==> config.mk <==
export PLATFORM = sky130hd
export DESIGN_NAME = hidden_ram_arbiter
export DESIGN_NICKNAME = d
export VERILOG_FILES = /design/src/rtl/hidden_ram_arbiter.sv
export SDC_FILE = /design/constraint.sdc
export NUM_CORES = 1
export LEC_CHECK = 0
export CAP_MARGIN = 20
export CORE_MARGIN = 10
export CORE_UTILIZATION = 54
export CTS_BUF_LIST = sky130_fd_sc_hd__clkbuf_4 sky130_fd_sc_hd__clkbuf_8 sky130_fd_sc_hd__clkbuf_16
export DETAILED_ROUTE_END_ITERATION = 7
export PLACE_DENSITY = 0.86
export SYNTH_ARGS = -nofsm -noshare
export SYNTH_HDL_FRONTEND = slang
export SYNTH_SLANG_ARGS = --single-unit
export TNS_END_PERCENT = 100
==> constraint.sdc <==
create_clock -name clk -period 8.95 [get_ports clk]
set_input_delay 1.79 -clock clk [delete_from_list [all_inputs] [get_ports clk]]
set_output_delay 1.79 -clock clk [all_outputs]
set_load 0.01 [all_outputs]
==> src/rtl/hidden_ram_arbiter.sv <==
// Hidden-layer RAM arbiter: one writer, one scoreboard-gated reader.
// Define HIDDEN_RAM_ARB_ROUND_ROBIN_EN for round-robin instead of writer priority.
module hidden_ram_arbiter #(
  parameter int ADDR_W = 5,
  parameter int DATA_W = 8,
  parameter int DEPTH  = 32
) (
  input  logic              clk,
  input  logic              rst,
  input  logic              wr_req,
  input  logic [ADDR_W-1:0] wr_addr,
  input  logic [DATA_W-1:0] wr_data,
  output logic              wr_gnt,
  input  logic              rd_req,
  input  logic [ADDR_W-1:0] rd_addr,
  output logic              rd_gnt,
  output logic              rd_valid,
  output logic [DATA_W-1:0] rd_data,
  input  logic              clr,
  output logic              ram_we,
  output logic [ADDR_W-1:0] ram_addr,
  output logic [DATA_W-1:0] ram_data,
  input  logic [DATA_W-1:0] ram_q,
  output logic [ADDR_W:0]   wr_count,
  output logic              all_valid
);

  logic [DEPTH-1:0]  valid;
  logic [DEPTH-1:0]  valid_nxt;
  logic [ADDR_W:0]   cnt;
  logic [ADDR_W:0]   cnt_nxt;
  logic [ADDR_W-1:0] addr_q;
  logic [DATA_W-1:0] data_q;
  logic              pend;
  logic              rd_elig;
  logic              wr_win;
  logic              set_new;

  assign rd_elig = rd_req & valid[rd_addr];

`ifdef HIDDEN_RAM_ARB_ROUND_ROBIN_EN
  logic rd_turn;

  // Reader only wins a contested cycle when it holds the turn
  assign wr_win = wr_req & ~(rd_elig & rd_turn);

  always_ff @(posedge clk) begin
    if (rst)         rd_turn <= 1'b0;
    else if (wr_gnt) rd_turn <= 1'b1;
    else if (rd_gnt) rd_turn <= 1'b0;
  end
`else
  assign wr_win = wr_req;
`endif

  assign wr_gnt = ~rst & wr_win;
  assign rd_gnt = ~rst & rd_elig & ~wr_win;

  assign ram_we   = wr_gnt;
  assign ram_data = wr_data;

  always_comb begin
    ram_addr = addr_q;
    unique case (1'b1)
      wr_gnt:  ram_addr = wr_addr;
      rd_gnt:  ram_addr = rd_addr;
      default: ram_addr = addr_q;
    endcase
  end

  assign set_new = wr_gnt & ~valid[wr_addr];

  // Clear first, then a same-cycle write re-marks its entry
  always_comb begin
    valid_nxt = clr ? '0 : valid;
    if (wr_gnt) valid_nxt[wr_addr] = 1'b1;
    if (clr) cnt_nxt = {{ADDR_W{1'b0}}, wr_gnt};
    else     cnt_nxt = cnt + (ADDR_W+1)'(set_new);
  end

  always_ff @(posedge clk) begin
    if (rst) begin
      valid  <= '0;
      cnt    <= '0;
      addr_q <= '0;
      pend   <= 1'b0;
      data_q <= '0;
    end else begin
      valid  <= valid_nxt;
      cnt    <= cnt_nxt;
      addr_q <= ram_addr;
      pend   <= rd_gnt;
      if (rd_valid) data_q <= ram_q;
    end
  end

  // A read in flight when reset rises is dropped
  assign rd_valid  = pend & ~rst;
  assign rd_data   = rd_valid ? ram_q : data_q;
  assign wr_count  = cnt;
  assign all_valid = (cnt == (ADDR_W+1)'(DEPTH));

endmodule

* Word level (Yosys, flattened, before mapping)
Index checks and enable logic that the tools add are counted.
Widths: inputs -> output; s select.
** Cells by class
- Add/subtract/negate cells :: 1
- $lt $le $gt $ge :: 3
- Equal/unequal tests :: 1
- Mux-type cells :: 11
- Bitwise operators :: 10
- Reductions and logical operators :: 2
** Operators with widths (number)
- $mux 32 :: 2
- $or 32x32->32 :: 1
- $lt 5x6->1 const B :: 2
- $bmux 1 s5 :: 2
- $pmux 5 s2 :: 1
- $mux 8 :: 1
- $add 6x1->6 :: 1
- $and 1x1->1 :: 6
- $eq 6x6->1 const B :: 1
- $demux 1 s5 :: 1
- $ge 5x1->1 const B :: 1
- $mux 1 :: 4
- $not 1->1 :: 3
- $reduce_or 2->1 :: 1
- $logic_and 1x1->1 :: 1
** Word-level totals
- Register bits :: 52
- Bits of input ports :: 31
- Output and inout bits :: 32
- Word-level logic and storage cells :: 34

* Logic depth before layout (Yosys ltp)
Gate-level depths: netlist (run 1).
- Word-level depth :: 6
- Mapped depth :: 12
- Gate-level depth less buffers :: 10

* Worst setup path after synthesis (run 1)
No wires, ideal clock.
- Kind :: input port to output port
- Start point :: input rd_addr[1]
- End point :: output ram_addr[0]
- Arrival :: 3.476 ns
- Setup slack :: 3.684 ns
- Cell stages on the path :: 8
- Buffers on the path :: 3
- Cells stage by stage :: buf_6 > buf_12 > mux2i_1 > mux4_2 > a31oi_4 > buf_6 > a311oi_2 > nor3b_1
** On the way
- Word-level cells in the longest chain between the ends :: 6
** Ends and longest elaborated chain
- start, declared :: line 15 : input logic [ADDR_W-1:0] rd_addr,
- $bmux 1 s5 :: line 39 : assign rd_elig = rd_req & valid[rd_addr];
- $mux 1 (not written as such) :: line 39
- $and 1x1->1 :: line 39
- $and 1x1->1 (2 in series) :: line 57 : assign rd_gnt = ~rst & rd_elig & ~wr_win;
- $pmux 5 s2 :: line 64 : unique case (1'b1)
- end, declared :: line 21 : output logic [ADDR_W-1:0] ram_addr,
No other way between the ends. The select of a mux whose other input is x is not followed.

* Final worst setup path (run 1)
- Start point :: input rd_addr[1]
- End point :: output ram_addr[3]
The elaborated chain is that of the path after synthesis.

==> flow_metrics.py, run 1 <==
metrics = {
    "status": {
        "run_status": "completed",
    },
    "timing": {
        "setup_total_negative_slack_ns": 0,
        "setup_skew_ns": 0.00579,
        "setup_slack_ns": 1.99,
        "timing.slew.headroom_pct": 42.3,
        "report.final.hold_viol_count": 0,
        "tightestPinTransition_ns": 0.863,
        "finalSetupViolCount": 0,
        "max_clock_freq_ghz": 0.144,
        "fin_crit_sh_pct": 77.8,
        "finalMaxSlewViolations": 0,
        "post-route-min-period_ns": 6.96,
        "grt_setup_unrepaired": "no",
    },
    "routing": {
        "met2RoutedLength_mm": 3.29,
        "via_count": 2214,
        "drt-met1-wl_mm": 2.72,
        "maxUsedRoutingLayer": "met4",
        "drt-wirelength-per-cell_um": 17.9,
        "ant_nets": 0,
        "detailedRoute.firstIterationViolations": 178,
        "post_drt_via_cell_ratio": 5.95,
        "firstDrtPassIters": 4,
        "totalWireLength_mm": 6.64,
        "remaining_drc_errors": 0,
        "met3_length_um": 563,
    },
    "logic_synthesis": {
        "synth.yosys.warnings": 0,
        "synthesis.area_per_instance_um2": 10.0,
        "synth.yosys.seq_area_share_pct": 37.6,
        "ys.flop_type": "sky130_fd_sc_hd__dfxtp_1",
        "combinational_family_with_the_most_area_after_synthesis": "multiplexers",
        "yosys-mux-area-fraction_pct": 21.0,
        "adder_and_majority_gate_portion_of_the_synthesized_area_pct": 0.903,
        "async_reset_ff_share_pct": 0,
        "synth-edff-count": 0,
        "post_synthesis_compound_gate_area_fraction_pct": 14.0,
        "unique_masters_post_synth": 43,
        "yosys.area_share.xor_xnor_pct": 1.26,
        "synth_simple_gate_area_share_pct": 17.4,
        "synthCells": 277,
        "ys_ff_latch": 52,
        "number_of_nets_produced_by_synthesis": 310,
        "post_synth_instance_area_um2": 2770,
    },
    "worst_setup_path": {
        "critPathKind": "input port to output port",
        "worst_setup_ep_type": "output port",
        "path_common_cell": "sky130_fd_sc_hd__clkdlybuf4s50_1",
        "start_kind": "input port",
        "r2r_start": "valid[3]",
        "r2r_end": "wr_count[4]",
        "timing.critical_path.from": "rd_addr[1]",
        "crit_path_end": "ram_addr[3]",
        "critPathRequiredTime_ns": 7.16,
        "critPathTopFamily": "buffers and inverters",
        "critical_path_depth_in_cells": 7,
        "critPathSlowestCell": "sky130_fd_sc_hd__clkdlybuf4s50_1",
        "path_max_fanout": 14,
        "r2r_cells": 10,
        "worst-endpoint-arrival_ns": 5.17,
        "reg2reg_setup_slack_ns": 6.40,
        "cp_slowest_stage_delay_ns": 0.97,
        "crit_path_cell_trace": "clkdlybuf4s50_1, mux4_2, mux2i_1, nand3b_1, and3_1, o311a_1, clkdlybuf4s50_1",
        "critPathBufInv": 2,
    },
    "layout": {
        "multi_input_area_um2": 1520,
        "area_growth_syn_to_layout_pct": 18.0,
        "most_common_cell_after_layout_fill_and_taps_aside": "sky130_fd_sc_hd__dfxtp_1",
        "regArea_um2": 1040,
        "design_area_final_um2": 3270,
        "fillerInstances": 417,
        "post_route_insts_no_fill": 372,
        "nets": 334,
        "ant_cells": 0,
        "share_of_final_layout_standard_cells_stronger_than_drive_strength_1_pct": 13.9,
        "highest_count_cells_in_the_layout_ignoring_fill_and_taps": "sky130_fd_sc_hd__dfxtp_1 (52), sky130_fd_sc_hd__clkdlybuf4s50_1 (46), sky130_fd_sc_hd__nand2_1 (23), sky130_fd_sc_hd__o21ai_0 (16), sky130_fd_sc_hd__a22o_1 (16)",
    },
    "die": {
        "design.die.area_um2": 8400,
        "ios": 63,
        "design.core.area_um2": 5040,
        "fp-row-count": 26,
        "die_h_um": 91.6,
        "die_width_um": 91.6,
        "initial_cell_density_of_the_core_pct": 54.9,
    },
    "clock_network": {
        "cts.repair.resized": 0,
        "clock_sinks": 52,
        "cts_tree": "done",
        "cts_made_buffers": 5,
        "root_buffer": "sky130_fd_sc_hd__clkbuf_8",
        "clkSlewWorstSetupHoldPaths_ns": 0.09,
        "holdBufCountCts": 0,
        "ctsLongestPathBuffers": 2,
        "clock_tree.htree_level_count": 2,
        "clock_latency_ns": 0.31,
        "post_cts.repair.setup_buffers": 0,
    },
    "flow_run": {
        "cap_viol_max_count": 0,
    },
    "power_and_ir_drop": {
        "power_density_nw_per_um2": 143,
        "ir_drop_mv": 0.123,
        "cellLeakagePower_uw": 0.00121,
    },
    "min_path": {
        "whs_path_depth": 2,
        "worstHoldStart": "valid[24]",
        "min_path_type": "register to register",
    },
    "global_route": {
        "grt_pass1_wl_mm": 11.3,
        "largest_net_degree_at_the_start_of_global_routing": 26,
        "initial_antenna_violation_count": 0,
        "globalRouteTotalUtil_pct": 16.0,
        "vias_in_the_first_global_route": 2209,
        "gr-total-overflow": 0,
    },
    "placed_design": {
        "place_congestion": 0.840,
        "placement.setup.worst_slack_ns": 2.06,
        "buffer_ports.inserted": 46,
        "postPlaceCellArea_um2": 3160,
        "dpl.hpwl_mm": 4.99,
        "dp.cells": 364,
    },
}
-- per-stage QoR --
step / util (%) / hold WS [ns] / total power, uW
final: 64.8 / 0.489 / 466
after global routing: 64.8 / 0.521 / 484
after CTS: 64.8 / 0.487 / 470
after detailed placement: 62.6 / 0.469 / 310
after global placement: 62.3 / 0.451 / 307
after floorplan: - / 0.436 / 288
-- cells in the mapped netlist (2+ instances only) --
cell	n	area (um2)
sky130_fd_sc_hd__nand2b_1	3	18.8
sky130_fd_sc_hd__a311oi_1	2	17.5
sky130_fd_sc_hd__inv_1	7	26.3
sky130_fd_sc_hd__a21oi_1	3	15.0
sky130_fd_sc_hd__mux2i_1	13	130
sky130_fd_sc_hd__and2_1	9	56.3
sky130_fd_sc_hd__buf_4	10	75.1
sky130_fd_sc_hd__mux4_2	15	338
sky130_fd_sc_hd__a22o_1	16	140
sky130_fd_sc_hd__o21ai_0	16	80.1
sky130_fd_sc_hd__nand3_1	6	30.0
sky130_fd_sc_hd__ha_1	2	25.0
sky130_fd_sc_hd__nor3_1	15	75.1
sky130_fd_sc_hd__dfxtp_1	52	1040
sky130_fd_sc_hd__xnor2_1	2	17.5
sky130_fd_sc_hd__mux2_2	10	113
sky130_fd_sc_hd__clkbuf_1	16	60.1
sky130_fd_sc_hd__a211oi_1	3	22.5
sky130_fd_sc_hd__o311a_1	3	30.0
sky130_fd_sc_hd__nor2_1	11	41.3
sky130_fd_sc_hd__nor2b_1	3	18.8
sky130_fd_sc_hd__xor2_1	2	17.5
sky130_fd_sc_hd__nand2_1	23	86.3
sky130_fd_sc_hd__nor3b_1	3	22.5
sky130_fd_sc_hd__nor4bb_1	2	20.0
sky130_fd_sc_hd__nand4_1	6	37.5
sky130_fd_sc_hd__buf_6	2	22.5
sky130_fd_sc_hd__a31oi_1	2	12.5
sky130_fd_sc_hd__and3_1	6	37.5
-- tightest hold or removal path, cell delays in order (launching register included) --
cell	delay, ns
sky130_fd_sc_hd__dfxtp_1	0.33
sky130_fd_sc_hd__nand2_1	0.05
sky130_fd_sc_hd__o21ai_0	0.06
-- metal layers --
metal	vias up	GRT usage (%)
met5	-	0
met1	1053	19.7
met2	88	26.7
met4	0	4.70
li1	1067	-
met3	6	4.32
-- worst min path at each step --
stage	slack, ns	endpoint
finish	0.49	valid[24]
global placement	0.45	valid[12]
CTS	0.49	valid[24]
detailed placement	0.47	valid[24]
global route	0.52	valid[12]
floorplan	0.44	valid[14]
-- flip-flops by register name, summed over array words and instances, names as in the netlist --
| register | count |
|---|---|
| addr_q | 5 |
| data_q | 8 |
| valid | 32 |
| wr_count | 6 |
| pend | 1 |
-- power breakdown --
group | total, uW | switching [uW] | internal (uW)
clock network | 161 | 74.9 | 86.0
logic | 67.2 | 35.2 | 32.0
registers | 238 | 2.53 | 235
-- final cells by class --
cell class	count	area share, %
Multi-Input combinational cell	186	46.4
Sequential cell	52	31.9
Timing Repair Buffer	48	14.8
Tap cell	70	2.68
Clock buffer	6	2.34
Clock inverter	2	1.07
Inverter	8	0.919
-- kinds of logic (layout without fill, tap and decap cells) --
kind of cell | count (synthesis) | after routing
adder cells (fa/ha/maj) | 2 | 2
XOR/XNOR | 4 | 4
AO/OA/AOI/OAI | 51 | 51
multiplexers | 38 | 38
flip-flops | 52 | 52
buffers and inverters | 39 | 64
AND/OR/NAND/NOR | 91 | 91
Power figures use the tool's default switching activity.
==> run 2: changes to the inputs <==
Settings changed: CORE_UTILIZATION 54 to 50, PLACE_DENSITY 0.86 to 0.81.
Clock period 8.95 ns to 7.1 ns, I/O delays scaled along.
==> flow_metrics.py, run 2 (synthesis gave the netlist of run 1 again) <==
metrics = {
    "layout": {
        "largest_register_ff_count": 32,
        "nets": 334,
        "design_area_final_um2": 3300,
        "ant_cells": 0,
        "area_growth_syn_to_layout_pct": 19.1,
        "registers.top_by_ff_count": "valid",
        "most_common_cell_after_layout_fill_and_taps_aside": "sky130_fd_sc_hd__dfxtp_1",
        "share_of_final_layout_standard_cells_stronger_than_drive_strength_1_pct": 13.9,
        "finish.utilization_pct": 60.6,
        "highest_count_cells_in_the_layout_ignoring_fill_and_taps": "sky130_fd_sc_hd__dfxtp_1 (52), sky130_fd_sc_hd__clkdlybuf4s50_1 (46), sky130_fd_sc_hd__nand2_1 (23), sky130_fd_sc_hd__o21ai_0 (16), sky130_fd_sc_hd__a22o_1 (16)",
    },
    "die": {
        "die_width_um": 94.4,
        "die_h_um": 94.4,
        "design.core.area_um2": 5440,
        "fp-row-count": 27,
        "initial_cell_density_of_the_core_pct": 50.9,
        "design.die.area_um2": 8920,
        "ios": 63,
    },
    "timing": {
        "grt_setup_unrepaired": "no",
        "tightestPinTransition_ns": 0.842,
        "fin_crit_sh_pct": 86.3,
        "timing.slew.headroom_pct": 43.7,
        "setup_skew_ns": 0.00885,
        "max_clock_freq_ghz": 0.163,
        "report.final.hold_viol_count": 0,
        "finalMaxSlewViolations": 0,
        "setup_total_negative_slack_ns": 0,
        "post-route-min-period_ns": 6.13,
        "finalSetupViolCount": 0,
    },
    "clock_network": {
        "clock_sinks": 52,
        "clock_latency_ns": 0.31,
        "post_cts.repair.setup_buffers": 0,
        "clkSlewWorstSetupHoldPaths_ns": 0.09,
        "holdBufCountCts": 0,
        "cts.repair.resized": 0,
        "ctsLongestPathBuffers": 2,
        "cts_made_buffers": 5,
        "cts_tree": "done",
        "root_buffer": "sky130_fd_sc_hd__clkbuf_8",
        "clock_tree.htree_level_count": 2,
    },
    "worst_setup_path": {
        "reg2reg_setup_slack_ns": 4.61,
        "cp_slowest_stage_delay_ns": 0.97,
        "worst_setup_ep_type": "output port",
        "critPathRequiredTime_ns": 5.68,
        "r2r_start": "valid[11]",
        "crit_path_cell_trace": "clkdlybuf4s50_1, mux4_2, mux2i_1, nand3b_1, and3_1, o311a_1, clkdlybuf4s50_1",
        "critPathTopFamily": "buffers and inverters",
        "critPathKind": "input port to output port",
        "worst-endpoint-arrival_ns": 4.71,
        "critPathSlowestCell": "sky130_fd_sc_hd__clkdlybuf4s50_1",
        "timing.critical_path.from": "rd_addr[1]",
        "path_max_fanout": 14,
        "r2r_cells": 10,
        "critPathBufInv": 2,
        "path_common_cell": "sky130_fd_sc_hd__clkdlybuf4s50_1",
        "critical_path_depth_in_cells": 7,
        "r2r_end": "wr_count[5]",
        "start_kind": "input port",
        "crit_path_end": "ram_addr[3]",
    },
    "power_and_ir_drop": {
        "cellLeakagePower_uw": 0.00122,
        "design_power_total_uw": 605,
        "ir_drop_mv": 0.153,
        "power_density_nw_per_um2": 183,
    },
    "global_route": {
        "largest_net_degree_at_the_start_of_global_routing": 26,
        "initial_antenna_violation_count": 0,
        "gr-total-overflow": 0,
        "vias_in_the_first_global_route": 2136,
        "grt_pass1_wl_mm": 10.7,
        "globalRouteTotalUtil_pct": 14.9,
    },
    "routing": {
        "drt-wirelength-per-cell_um": 17.3,
        "post_drt_via_cell_ratio": 5.92,
        "totalWireLength_mm": 6.46,
        "detailedRoute.firstIterationViolations": 248,
        "ant_nets": 0,
        "via_count": 2214,
        "remaining_drc_errors": 0,
        "firstDrtPassIters": 5,
    },
    "flow_run": {
        "cap_viol_max_count": 0,
    },
    "placed_design": {
        "dpl.hpwl_mm": 4.82,
        "buffer_ports.inserted": 46,
        "place_congestion": 0.842,
        "postPlaceCellArea_um2": 3170,
    },
    "min_path": {
        "min_path_type": "register to register",
    },
    "status": {
        "run_status": "completed",
    },
}
-- run 2: changes by cell type in the layout (fill, tap and decap cells not counted), sizes merged --
cell	before	now
clkinv	1	0
clkbuf	6	7
-- run 2: where the power goes --
| part | leakage [uW] | internal [uW] | switching, uW |
|---|---|---|---|
| sequential | 0.000421 | 296 | 3.42 |
| clock | 0.0000645 | 124 | 95.8 |
| combinational | 0.000739 | 41.2 | 43.7 |
-- run 2: layer usage --
| layer | global-route usage [%] | up-vias | part of all wire [%] |
|---|---|---|---|
| li1 | - | 1060 | - |
| met2 | 24.8 | 78 | 48 |
| met1 | 17.8 | 1069 | 42 |
| met5 | 0 | - | 0 |
| met3 | 4.92 | 7 | 8.4 |
| met4 | 4.30 | 0 | 0.94 |
-- run 2: worst min path at each step --
stage	from	to	depth (start not counted)
after global placement	valid[12]	valid[12]	2
after global routing	valid[22]	valid[22]	2
after floorplan	valid[14]	valid[14]	2
after detailed placement	valid[12]	valid[12]	2
after CTS	valid[28]	valid[28]	2
final	valid[20]	valid[20]	2
-- run 2: final cells by class --
class,count,area [um2]
multi-input combinational,186,1520
inverter,8,30.0
tap,72,90.1
fill,493,2140
timing repair buffer,48,495
clock inverter,1,30.0
clock buffer,7,96.3
sequential,52,1040
-- run 2: worst reg2reg max path, delay by kind of cell, from the launching register on --
kind	cells	cell delay, ns
AOI/OAI and AO/OA	2	0.27
and+or+nand+nor	4	0.50
xor gates and xnor gates	1	0.15
DFF	1	0.34
muxes	2	0.94
adders and majority gates	1	0.21
-- run 2: per-stage QoR --
step	worst slack [ns]	hold slack [ns]	cells
3_5_place_dp	0.976	0.468	366
5_1_grt	0.681	0.516	374
4_1_cts	0.970	0.492	374
3_3_place_gp	1.05	0.453	365
6_report	0.973	0.491	374
2_1_floorplan	2.57	0.436	277
